--- src/rtl/stage_sequencer.sv ---
// Multi-cycle FETCH/DECODE/EXEC/MEM/WB control sequencer for the RV32 core.
// Define SEQ_TIMEOUT_EN to trap when a memory ack does not arrive within TIMEOUT_CYCLES.
module stage_sequencer #(
    parameter int unsigned TIMEOUT_CYCLES = 255
) (
    input  logic        clk,
    input  logic        reset,
    input  logic        run_i,
    input  logic [31:0] ir_i,
    output logic [2:0]  stage_o,
    output logic        imem_req_o,
    input  logic        imem_ack_i,
    output logic        ir_we_o,
    output logic        dmem_req_o,
    output logic        dmem_we_o,
    input  logic        dmem_ack_i,
    output logic        wd_q_o,
    output logic        pc_we_o,
    output logic [31:0] retired_o,
    output logic        halted_o,
    output logic [1:0]  err_code_o
);

    typedef enum logic [2:0] {
        ST_FETCH  = 3'd0,
        ST_DECODE = 3'd1,
        ST_EXEC   = 3'd2,
        ST_MEM    = 3'd3,
        ST_WB     = 3'd4,
        ST_TRAP   = 3'd7
    } state_t;

    localparam logic [6:0] OPC_OP     = 7'b0110011;
    localparam logic [6:0] OPC_OP_IMM = 7'b0010011;
    localparam logic [6:0] OPC_LUI    = 7'b0110111;
    localparam logic [6:0] OPC_LOAD   = 7'b0000011;
    localparam logic [6:0] OPC_STORE  = 7'b0100011;

    localparam logic [1:0] ERR_ILLEGAL = 2'd1;

    if (TIMEOUT_CYCLES == 0 || TIMEOUT_CYCLES > 65535) begin : g_bad_timeout
        $error("stage_sequencer: TIMEOUT_CYCLES must be within 1..65535");
    end

    state_t      state_q, state_d;
    logic [31:0] retired_q, retired_d;
    logic [1:0]  err_q, err_d;

`ifdef SEQ_TIMEOUT_EN
    localparam logic [1:0]  ERR_TIMEOUT = 2'd2;
    localparam logic [15:0] WAIT_LIMIT  = 16'(TIMEOUT_CYCLES - 1);
    logic [15:0] wait_q, wait_d;
`endif

    logic [6:0] opcode;
    logic       is_load, is_store, is_legal, rd_nz;
    logic       unused_ir;

    assign opcode    = ir_i[6:0];
    assign is_load   = (opcode == OPC_LOAD);
    assign is_store  = (opcode == OPC_STORE);
    assign is_legal  = is_load || is_store || (opcode == OPC_OP) ||
                       (opcode == OPC_OP_IMM) || (opcode == OPC_LUI);
    assign rd_nz     = (ir_i[11:7] != 5'd0);
    assign unused_ir = ^ir_i[31:12];

    logic imem_req, ir_we, dmem_req, dmem_we, wd, pc_we;

    always_comb begin
        state_d   = state_q;
        retired_d = retired_q;
        err_d     = err_q;
        imem_req  = 1'b0;
        ir_we     = 1'b0;
        dmem_req  = 1'b0;
        dmem_we   = 1'b0;
        wd        = 1'b0;
        pc_we     = 1'b0;
`ifdef SEQ_TIMEOUT_EN
        wait_d    = wait_q;
`endif
        case (state_q)
            ST_FETCH: begin
                imem_req = run_i;
                if (run_i && imem_ack_i) begin
                    ir_we   = 1'b1;
                    state_d = ST_DECODE;
                end
`ifdef SEQ_TIMEOUT_EN
                // The wait count only runs while a fetch is actually requested.
                if (!run_i) begin
                    wait_d = '0;
                end else if (!imem_ack_i) begin
                    if (wait_q == WAIT_LIMIT) begin
                        state_d = ST_TRAP;
                        err_d   = ERR_TIMEOUT;
                    end else begin
                        wait_d = wait_q + 16'd1;
                    end
                end
`endif
            end
            ST_DECODE: begin
                if (is_legal) begin
                    state_d = ST_EXEC;
                end else begin
                    state_d = ST_TRAP;
                    err_d   = ERR_ILLEGAL;
                end
            end
            ST_EXEC: begin
                if (is_load || is_store) begin
                    state_d = ST_MEM;
`ifdef SEQ_TIMEOUT_EN
                    wait_d  = '0;
`endif
                end else begin
                    state_d = ST_WB;
                end
            end
            ST_MEM: begin
                dmem_req = 1'b1;
                dmem_we  = is_store;
                if (dmem_ack_i) begin
                    if (is_store) begin
                        // Stores retire in the ack cycle; no write-back stage.
                        pc_we     = 1'b1;
                        retired_d = retired_q + 32'd1;
                        state_d   = ST_FETCH;
`ifdef SEQ_TIMEOUT_EN
                        wait_d    = '0;
`endif
                    end else begin
                        state_d = ST_WB;
                    end
                end
`ifdef SEQ_TIMEOUT_EN
                else if (wait_q == WAIT_LIMIT) begin
                    state_d = ST_TRAP;
                    err_d   = ERR_TIMEOUT;
                end else begin
                    wait_d = wait_q + 16'd1;
                end
`endif
            end
            ST_WB: begin
                pc_we     = 1'b1;
                wd        = rd_nz;
                retired_d = retired_q + 32'd1;
                state_d   = ST_FETCH;
`ifdef SEQ_TIMEOUT_EN
                wait_d    = '0;
`endif
            end
            ST_TRAP: begin
                state_d = ST_TRAP;
            end
            default: begin
                state_d = ST_FETCH;
            end
        endcase
    end

    always_ff @(posedge clk or posedge reset) begin
        if (reset) begin
            state_q   <= ST_FETCH;
            retired_q <= '0;
            err_q     <= '0;
`ifdef SEQ_TIMEOUT_EN
            wait_q    <= '0;
`endif
        end else begin
            state_q   <= state_d;
            retired_q <= retired_d;
            err_q     <= err_d;
`ifdef SEQ_TIMEOUT_EN
            wait_q    <= wait_d;
`endif
        end
    end

    // Requests and strobes are forced low for the whole time reset is held.
    assign imem_req_o = imem_req & ~reset;
    assign ir_we_o    = ir_we    & ~reset;
    assign dmem_req_o = dmem_req & ~reset;
    assign dmem_we_o  = dmem_we  & ~reset;
    assign wd_q_o     = wd       & ~reset;
    assign pc_we_o    = pc_we    & ~reset;

    assign stage_o    = state_q;
    assign retired_o  = retired_q;
    assign halted_o   = (state_q == ST_TRAP);
    assign err_code_o = err_q;

endmodule

--- config.mk ---
export PLATFORM = sky130hd
export DESIGN_NAME = stage_sequencer
export DESIGN_NICKNAME = d
export VERILOG_FILES = /design/src/rtl/stage_sequencer.sv
export SDC_FILE = /design/constraint.sdc
export NUM_CORES = 1
export LEC_CHECK = 0
export CAP_MARGIN = 20
export CORE_MARGIN = 5
export CORE_UTILIZATION = 38
export DETAILED_ROUTE_END_ITERATION = 6
export MAX_ROUTING_LAYER = met4
export PLACE_DENSITY = 0.75
export SKIP_CTS_REPAIR_TIMING = 1
export SYNTH_ARGS = -nofsm -noshare
export SYNTH_HDL_FRONTEND = slang
export SYNTH_SLANG_ARGS = --single-unit
--- constraint.sdc ---
create_clock -name clk -period 1.7 [get_ports clk]
set_input_delay 0.255 -clock clk [delete_from_list [all_inputs] [get_ports clk]]
set_output_delay 0.255 -clock clk [all_outputs]
set_load 0.005 [all_outputs]
Word-level counts from Yosys, hierarchy flattened --
Index checks and enable logic that the tools add are counted.
Storage, ports and cells: word-level logic and storage cells 54, output and inout bits 44, register bits after elaboration 36, bits of input ports 37
Cells by class: bitwise logic cells 8, reduce and logical (&&, ||, !) cells 11, mux-type cells 18, add/subtract/negate cells 1, equal/unequal tests 13
Operator list (count):
- 2-to-1 mux 32 bit | 2
- one-hot mux 32 bit (2 select lines) | 1
- adder 32 x 1 -> 32 bit, second input constant | 1
- == test 7 x 6 -> 1 bit, second input constant | 3
- 2-to-1 mux 3 bit | 5
- one-hot mux 3 bit (5 select lines) | 1
- 2-to-1 mux 1 bit | 8
- == test 7 x 2 -> 1 bit, second input constant | 1
- == test 7 x 5 -> 1 bit, second input constant | 1
- bitwise AND 1 bit | 6
- == test 3 x 2 -> 1 bit, second input constant | 2
- == test 3 bit, second input constant | 2
- != test 2 bit, second input constant | 3
- nonzero test 5 bit | 1
- logical OR 1 bit | 4
- AND reduction 2 bit | 2
- == test 3 x 1 -> 1 bit, second input constant | 1
- zero test 3 bit | 1
- AND reduction 3 bit | 1
- NOT 1 bit | 2
- one-hot mux 1 bit (2 select lines) | 1
- nonzero test 2 bit | 1
- logical AND 1 bit | 1

Depth between registers and ports, before layout --
Gate-level depths: netlist (run 1).
depth after elaboration 7, depth in mapped cells 7, depth with buffers taken out 5

Worst setup path before layout (run 1) --
OpenSTA, ideal clock, no wires.
path type register to register, start point register state_q[2], in the netlist stage_o[2], end point register retired_q[27], in the netlist retired_o[27], clock period less this slack 1725 ps, stages on the path, launching flop included 8, path buffers 2, setup time 79 ps, path slack -25 ps, required time 1621 ps, arrival time 1646 ps, path through dfrtp_1 buf_6 nand3b_4 nor4_4 o211a_4 buf_6 and3_1 xor2_1
Between the ends: word-level cells in the longest chain between the ends 3
Ends and longest elaborated chain:
- start, declared | line 45 | state_t state_q, state_d;
- start signal, assigned | line 173 | state_q <= state_d;
- == test 3 x 2 -> 1 bit or == test 3 bit (tied branches) | line 82 | case (state_q)
- != test 2 bit (no line) or nonzero test 2 bit (tied branches)
- AND reduction 3 bit (no line)
- end signal, assigned | line 174 | retired_q <= retired_d;
- end, declared | line 46 | logic [31:0] retired_q, retired_d;
Several ways; a longest one is shown, not always the timed one. A chain may end at the register's enable or synchronous reset.

Worst setup path in the final report (run 1) --
start point register state_q[1], in the netlist stage_o[1], end point output port pc_we_o
Between the ends: word-level cells in the longest chain between the ends 3
Ends and longest elaborated chain:
- == test 3 bit or == test 3 x 2 -> 1 bit (tied branches) | line 82
- one-hot mux 1 bit (2 select lines) (*) | line 82
- bitwise AND 1 bit (*) | line 188 | assign pc_we_o = pc_we & ~reset;
- end, declared | line 18 | output logic pc_we_o,
Every way passes the cells marked *; elsewhere a longest branch is shown, timed or not.

==> impl_metrics.toml, run 1 <==
[outcome]
status = "finished, violations left"
violations = "setup timing"

[placement]
port_buffers = 59
placed_area_um2 = 2759
post-place-ws_ns = -0.5871
dpl.hpwl_um = 3504
gp_congestion = 0.8345

[floorplanning]
die_h_um = 80.16
die_width_um = 80.16
core_um2 = 4755
start_util_pct = 39.34
dieArea_um2 = 6426
io_pins = 81
rows = 25

[power_and_ir_drop]
switching_power_mw = 0.8094
vdd_drop_max_mv = 0.4706
p_leak_nw = 1.543
clkPwrFrac_pct = 21.7
p_seq_share_pct = 39.2
switching_share_pct = 30.84
power_mw = 2.625
powerDensity_nw_per_um2 = 854.1
p_comb_share_pct = 39.1
p_int_mw = 1.815

[cells_and_area]
area_growth_pct = 64.28
utilization_pct = 64.63
stdcell_area_um2 = 3073
multiInputGateArea_um2 = 1032
fill_cells = 398
drive_above_1_share_pct = 26.52
area.sequential_um2 = 902.1
final_nets = 317
diodes = 0

[routing]
ant_nets = 0
drc_errors = 0
wl_um = 5020
drt-pass1-iter-count = 4
vias = 1727
vias_per_cell = 4.991
wl_per_cell_um = 14.51
drt_first_iter_violations = 72

[logic_synthesis]
synth_top_area_share_pct = 48.16
ys.flop_type = "dfrtp_1"
async_reset_ff_share_pct = 100.0
synth_edf_count = 0
yosysWarnings = 0
synth-seq-area-share_pct = 48.16
syn_avg_cell_area_um2 = 10.51
syn_inst = 178
synth_area_leaders = "dfrtp_1, xnor2_1, xor2_1, and3_1, nand4_1"
yosysTopAreaCell = "dfrtp_1"
ys_ff_latch = 36
synth_area_um2 = 1871
synth.most_common_cell = "dfrtp_1"
yosys-top-cells-count = "dfrtp_1, xnor2_1, and3_1"
ys_types = 41
synth.net_count = 216

[critical_path]
worstSetupPathType = "reg2out"
cp_max_fo = 5
critPathCaptureType = "output port"
startpoint_type = "flip-flop"
required_ns = 1.44
arrival_ns = 1.53

[global_routing]
busiest_layer = "met2"
grt_max_degree = 37
grt_pass1_vias = 1677
grtUsageMet2_pct = 25.25
grt_pass1_wl_um = 7955
grt_util_met1_pct = 20.89
use_met3_pct = 4.821
grt.total_usage_pct = 16.62
antenna_found_initial = 0
overflow = 0

[timing]
maxSlewViolCount = 0
rsz0062_at_grt = "true"
finalCritPeriodShare_pct = 105.1
fin_skew_ns = 0.005732
max_freq_ghz = 0.5598
whs_ns = 0.4827
setup_ws_ns = -0.08635
setup_viol = 12
min_period_ns = 1.786
hold_viol_final = 0

[worst_hold_path]
hp-class = "reg2reg"

[clock_tree]
htreeDepth = 2
cts_root_buf = "clkbuf_8"
clock_latency_ns = 0.28
cts_made_buffers = 5
clk_pin_slew_ns = 0.07
clock-sinks = 36
tritoncts = "done"
clk_path_buf_depth = 2

[job]
maxCapViolCount = 0
==> kinds of logic (layout without fill, tap and decap cells) <==
kind of cell               count (synthesis)  after routing  share of synthesized area [%]
other                                      1              1                         0.2005
xor gates and xnor gates                  31             31                          14.52
DFF                                       36             36                          48.16
muxes                                      1              1                         0.6020
buffers and inverters                      9            109                          3.076
AOI/OAI and AO/OA                         15             16                          6.021
adders and majority gates                  1              1                         0.6688
and+or+nand+nor                           84             84                          26.76
==> layer usage <==
| metal | share of wire (%) | vias up | wire length [µm] |
|---|---|---|---|
| li1 | - | 833 | - |
| met1 | 47 | 845 | 2342 |
| met2 | 48 | 42 | 2414 |
| met3 | 3.9 | 7 | 198 |
| met4 | 1.3 | 0 | 64 |
| met5 | 0 | - | 0 |
==> sequential cells by signal, indices dropped and copies added (netlist names) <==
signal,count
stage_o,3
err_code_o,1
retired_o,32
==> layout by cell type (no fill, tap or decap), types with 4 or more instances in the layout <==
master,instances
o21ai_0,4
dfrtp_1,35
nand3_1,10
nand2_1,12
nand4_1,10
clkdlybuf4s50_1,43
buf_4,34
and3_1,11
clkbuf_8,5
dlymetal6s2s_1,13
xor2_1,12
buf_6,6
nor2_1,9
xnor2_1,19
==> critical path, cell delays in order (launching register included) <==
cell      delay, ns
dfrtp_2        0.41
buf_6          0.11
nand3b_4       0.08
nor4_4         0.26
or2_4          0.18
and2_4         0.13
buf_6          0.08
==> metrics by stage <==
step,instances,setup TNS (ns)
floorplan,178,0
global placement,331,-12.40
detailed placement,331,-13.61
CTS,338,-5.250
global route,346,-1.848
finish,346,-0.4758
==> worst paths after layout <==
path                                    start       endpoint  slack, ns  cells past startpoint
worst max-delay path               stage_o[1]        pc_we_o      -0.09                      6
worst min-delay path            err_code_o[0]  err_code_o[0]       0.48                      1
worst max register to register     stage_o[1]  retired_o[29]      -0.08                      7
worst min register to register  err_code_o[0]  err_code_o[0]       0.48                      1
max in group asynchronous               reset     stage_o[1]       0.66                      4
min in group asynchronous               reset     stage_o[1]       0.71                      4
==> power by group through the flow <==
stage                     Sequential, mW  Clock [mW]  Combinational [mW]
final                               1.03       0.568                1.03
after global routing                1.05       0.634                1.12
after CTS                           1.02       0.593               0.865
after detailed placement            1.04           0               0.857
after global placement              1.03           0               0.842
after floorplan                     1.04           0               0.376
==> layout make-up <==
class	instances	share of cell area, %
Timing Repair Buffer	99	31.43
Clock inverter	1	0.1629
Multi-Input combinational cell	134	33.59
Inverter	3	0.3664
Tap cell	67	2.728
Sequential cell	36	29.36
Clock buffer	6	2.362
(Power assumes the default switching activity.)
==> run 2: changes to the inputs <==
--- a/config.mk
+++ b/config.mk
@@ -12,6 +12,7 @@
 export MAX_ROUTING_LAYER = met4
 export PLACE_DENSITY = 0.75
 export SKIP_CTS_REPAIR_TIMING = 1
+export SKIP_LAST_GASP = 1
 export SYNTH_ARGS = -nofsm -noshare
 export SYNTH_HDL_FRONTEND = slang
 export SYNTH_SLANG_ARGS = --single-unit
==> impl_metrics.toml, run 2 (synthesis results as in run 1) <==
[outcome]
status = "finished, violations left"
violations = "setup timing"

[clock_tree]
cts_root_buf = "clkbuf_8"
htreeDepth = 2
clk_path_buf_depth = 2
clock-sinks = 36
clk_pin_slew_ns = 0.07
tritoncts = "done"
clock_latency_ns = 0.28
cts_made_buffers = 5

[placement]
post-place-ws_ns = -0.5871
gp_congestion = 0.8345
dpl.hpwl_um = 3504
port_buffers = 59

[worst_hold_path]
hp-class = "reg2reg"
hp-start = "err_code_o[0]"
hold_end = "err_code_o[0]"
min_delay_path_depth = 1

[routing]
drc_errors = 0
vias_per_cell = 5.017
wl_per_cell_um = 14.51
wl_um = 5020
vias = 1736
ant_nets = 0
drt-pass1-iter-count = 4
drt_first_iter_violations = 69

[global_routing]
grt.total_usage_pct = 16.62
antenna_found_initial = 0
grt_pass1_vias = 1677
grt_pass1_wl_um = 7955
grt_max_degree = 37
overflow = 0

[critical_path]
worstSetupPathType = "reg2out"
r2r_start = "stage_o[1]"
r2r-end = "retired_o[29]"
arrival_ns = 1.55
required_ns = 1.44
critPathCaptureType = "output port"
crit_start = "stage_o[1]"
startpoint_type = "flip-flop"
rrSetupSlack_ns = -0.08
cp_max_fo = 5
rr_worst_depth = 7

[power_and_ir_drop]
powerDensity_nw_per_um2 = 853.1
vdd_drop_max_mv = 0.4706
p_leak_nw = 1.556
power_mw = 2.620

[timing]
finalCritPeriodShare_pct = 106.1
setup_ws_ns = -0.1042
fin_skew_ns = 0.005781
min_period_ns = 1.804
rsz0062_at_grt = "true"
hold_viol_final = 0
setup_viol = 12
maxSlewViolCount = 0
max_freq_ghz = 0.5543

[floorplanning]
die_h_um = 80.16
dieArea_um2 = 6426
die_width_um = 80.16
core_um2 = 4755
start_util_pct = 39.34
io_pins = 81
rows = 25

[cells_and_area]
largest_register_ffs = 32
final_nets = 317
fill_cells = 399
area_growth_pct = 64.21
layout_common_cells = "clkdlybuf4s50_1, dfrtp_1, buf_4"
final_common_cell = "clkdlybuf4s50_1"
area.sequential_um2 = 902.1
drive_above_1_share_pct = 25.81
multiInputGateArea_um2 = 1030
diodes = 0

[job]
maxCapViolCount = 0
-- run 2: changes by cell type in the layout (fill, tap and decap cells not counted), sizes merged --
cell / previous run / this run
dlymetal6s2s: 13 / 14
buf: 42 / 41
-- run 2: area by class of cell --
| class | instances | share of cell area (%) |
|---|---|---|
| inverter | 3 | 0.3666 |
| tap | 67 | 2.729 |
| multi-input combinational | 134 | 33.52 |
| timing repair buffer | 99 | 31.49 |
| sequential | 36 | 29.37 |
| clock buffer | 6 | 2.363 |
| clock inverter | 1 | 0.1629 |
-- run 2: worst max path at each step --
stage,to
6_report,pc_we_o
5_1_grt,pc_we_o
4_1_cts,pc_we_o
3_5_place_dp,pc_we_o
3_3_place_gp,pc_we_o
2_1_floorplan,retired_o[27]
-- run 2: metrics by stage --
stage / hold WS [ns] / cells / util (%) / area [µm²] / TNS (ns)
final: 0.4827 / 346 / 64.61 / 3072 / -0.4927
after global routing: 0.5096 / 346 / 64.61 / 3072 / -1.891
after CTS: 0.4958 / 338 / 59.66 / 2836 / -5.250
after detailed placement: 0.4790 / 331 / 58.03 / 2759 / -13.61
after global placement: 0.4495 / 331 / 58.03 / 2759 / -12.40
after floorplan: 0.3643 / 178 / - / 1871 / 0
-- run 2: critical path, stage by stage (launching register included) --
cell            delay (ns)
dfrtp_2               0.41
buf_6                 0.11
nand3b_4              0.08
nor4_4                0.26
or2_4                 0.18
and2_1                0.11
dlymetal6s2s_1        0.12
-- run 2: layer usage --
| metal | GRT usage (%) | part of all wire, % |
|---|---|---|
| met1 | 20.89 | 46 |
| met2 | 25.25 | 48 |
| met3 | 4.821 | 4.0 |
| met4 | 6.588 | 1.3 |
| met5 | - | 0 |
-- run 2: power breakdown --
part	internal, mW	switching (mW)
Clock	0.278	0.290
Sequential	0.935	0.0937
Combinational	0.598	0.425
Total	1.81	0.809
==> RTL edit (settings of run 1) <==
Add a define of `SEQ_TIMEOUT_EN`.
--- a/src/rtl/stage_sequencer.sv
+++ b/src/rtl/stage_sequencer.sv
@@ -2,2 +2,4 @@
 // Define SEQ_TIMEOUT_EN to trap when a memory ack does not arrive within TIMEOUT_CYCLES.
+`define SEQ_TIMEOUT_EN
+
 module stage_sequencer #(
Function: same outputs for any inputs over 10 cycles, from zero or initial values and one cycle with reset high; that may be too few to reach the edited logic, so the function may still have changed.
==> RTL edit against run 1 <==
The flow still finishes with violations (negative setup slack); synthesized cell count increased by 69%; critical path depth is the same; via count up 68%; cell area up 60%; clock skew grew 0.0027 ns; sequential power is 52% higher; synthesized area rose by 57%; setup slack got worse by 0.094 ns; first-iteration DRC count is 65% higher; hold slack got worse by 0.043 ns; wire length increased by 71%; sequential cell count rose by 17; power is 85% higher; critical path type is now register to register; largest power group is now combinational logic.
==> RTL edit: results <==
metrics = {
    "finish": {
        "final.fill_count": 557,
        "layout.nets": 474,
        "seq_area_um2": 1330,
        "drive_gt1_share_pct": 37.2,
    },
    "global_routing": {
        "grt_use_met2_pct": 28.0,
        "grt_pass1_wl_um": 12800,
        "grt_use_total_pct": 16.2,
        "grt_max_degree": 27,
        "use_met1_pct": 19.1,
        "grt_pass1_vias": 2808,
        "grtUsageMet3_pct": 3.21,
    },
    "status": {
        "status": "finished, violations left",
        "violations": "negative setup slack",
    },
    "power": {
        "p_leak_nw": 2.27,
        "power.share.switching_pct": 36.5,
        "ir_worst_vdd_mv": 0.687,
    },
    "hold_path": {
        "hold_class": "primary input to async pin",
    },
    "route": {
        "drt-total-wl_um": 8610,
        "m1WireLength_um": 3460,
        "via_per_inst": 5.41,
        "wl_met3_um": 396,
        "num_vias": 2906,
        "wl_met2_um": 4580,
        "drtIter0Drc": 119,
        "highest_layer": "met4",
    },
    "place": {
        "gp_congestion": 0.845,
        "place_inst": 513,
        "place_area_um2": 4210,
        "dp_hpwl_um": 5810,
        "place_ws_ns": -0.793,
        "port_buffers": 60,
    },
    "clock_network": {
        "clkTransAtPathRegs_ns": 0.10,
        "clk_latency_ns": 0.31,
    },
    "timing": {
        "setup_viol": 47,
        "final.setup.tns_ns": -4.18,
        "fin_ws_ns": -0.181,
        "finalClockSkew_ns": 0.00848,
    },
    "synth": {
        "ys_async_sr_fraction_pct": 100,
        "netlist-cell-type-count": 56,
        "synth.area.top_cells": "dfrtp_1 45%, xor2_1 5.4%, xnor2_1 4.2%",
        "synth_common_cells": "53 x dfrtp_1, 29 x nand2_1, 18 x nor2_1, 18 x xor2_1, 16 x o21ai_0",
        "synth_xor_area_share_pct": 9.57,
        "synth_compound_area_share_pct": 14.4,
        "syn_avg_cell_area_um2": 9.76,
        "synth.mux.area_fraction_pct": 0.769,
        "synth.net_count": 340,
        "synth_warnings": 0,
        "synth_fa_ha_area_share_pct": 1.28,
        "ys_seq_area_share_pct": 45.3,
    },
    "setup_path": {
        "arrival_ns": 2.09,
        "crit_path_top_delay_cell": "dfrtp_1",
        "path_max_fanout": 5,
    },
}
RTL edit: cell types whose count changed after synthesis, moves of 6 or more:
cell and delta:
nor4_1 +9, and3_1 -7, o21ai_0 +12, o31ai_1 +8, dfrtp_1 +17, nand2_1 +17, inv_1 +7, nor3_1 +9
xor2_1 +6
RTL edit: worst paths after layout:
check	depth (start not counted)	startpoint	endpoint	slack, ns
setup / recovery	6	stage_o[2]$_DFFE_PP0P_	wait_q[8]$_DFFE_PP0P_	-0.18
hold / removal	3	reset	stage_o[0]$_DFFE_PP0P_	0.44
setup reg to reg	6	stage_o[2]$_DFFE_PP0P_	wait_q[8]$_DFFE_PP0P_	-0.18
hold reg to reg	1	retired_o[31]$_DFFE_PP0P_	retired_o[31]$_DFFE_PP0P_	0.48
max in group asynchronous	3	reset	wait_q[2]$_DFFE_PP0P_	0.88
min in group clk	1	retired_o[31]$_DFFE_PP0P_	retired_o[31]$_DFFE_PP0P_	0.48
RTL edit: kinds of logic (layout without fill, tap and decap cells):
family          count (synthesis)  in the layout
buf+inv                        20            154
flops                          53             53
mux                             2              2
compound gates                 59             60
xor+xnor                       32             32
simple gates                  131            131
fa+ha+maj                       3              3
RTL edit: power groups by stage:
stage | combinational, mW | sequential (mW) | clock, mW
finish | 2.42 | 1.57 | 0.874
floorplan | 0.895 | 1.54 | 0
detailed placement | 1.81 | 1.54 | 0
global route | 2.58 | 1.59 | 0.931
CTS | 1.81 | 1.52 | 0.888
global placement | 1.75 | 1.54 | 0
RTL edit: cell type report:
cell class,count,share of cell area [%]
multi-input combinational,228,40.5
sequential,53,27.1
timing repair buffer,136,26.7
tap,102,2.59
clock buffer,6,1.48
inverter,10,0.839
clock inverter,2,0.788
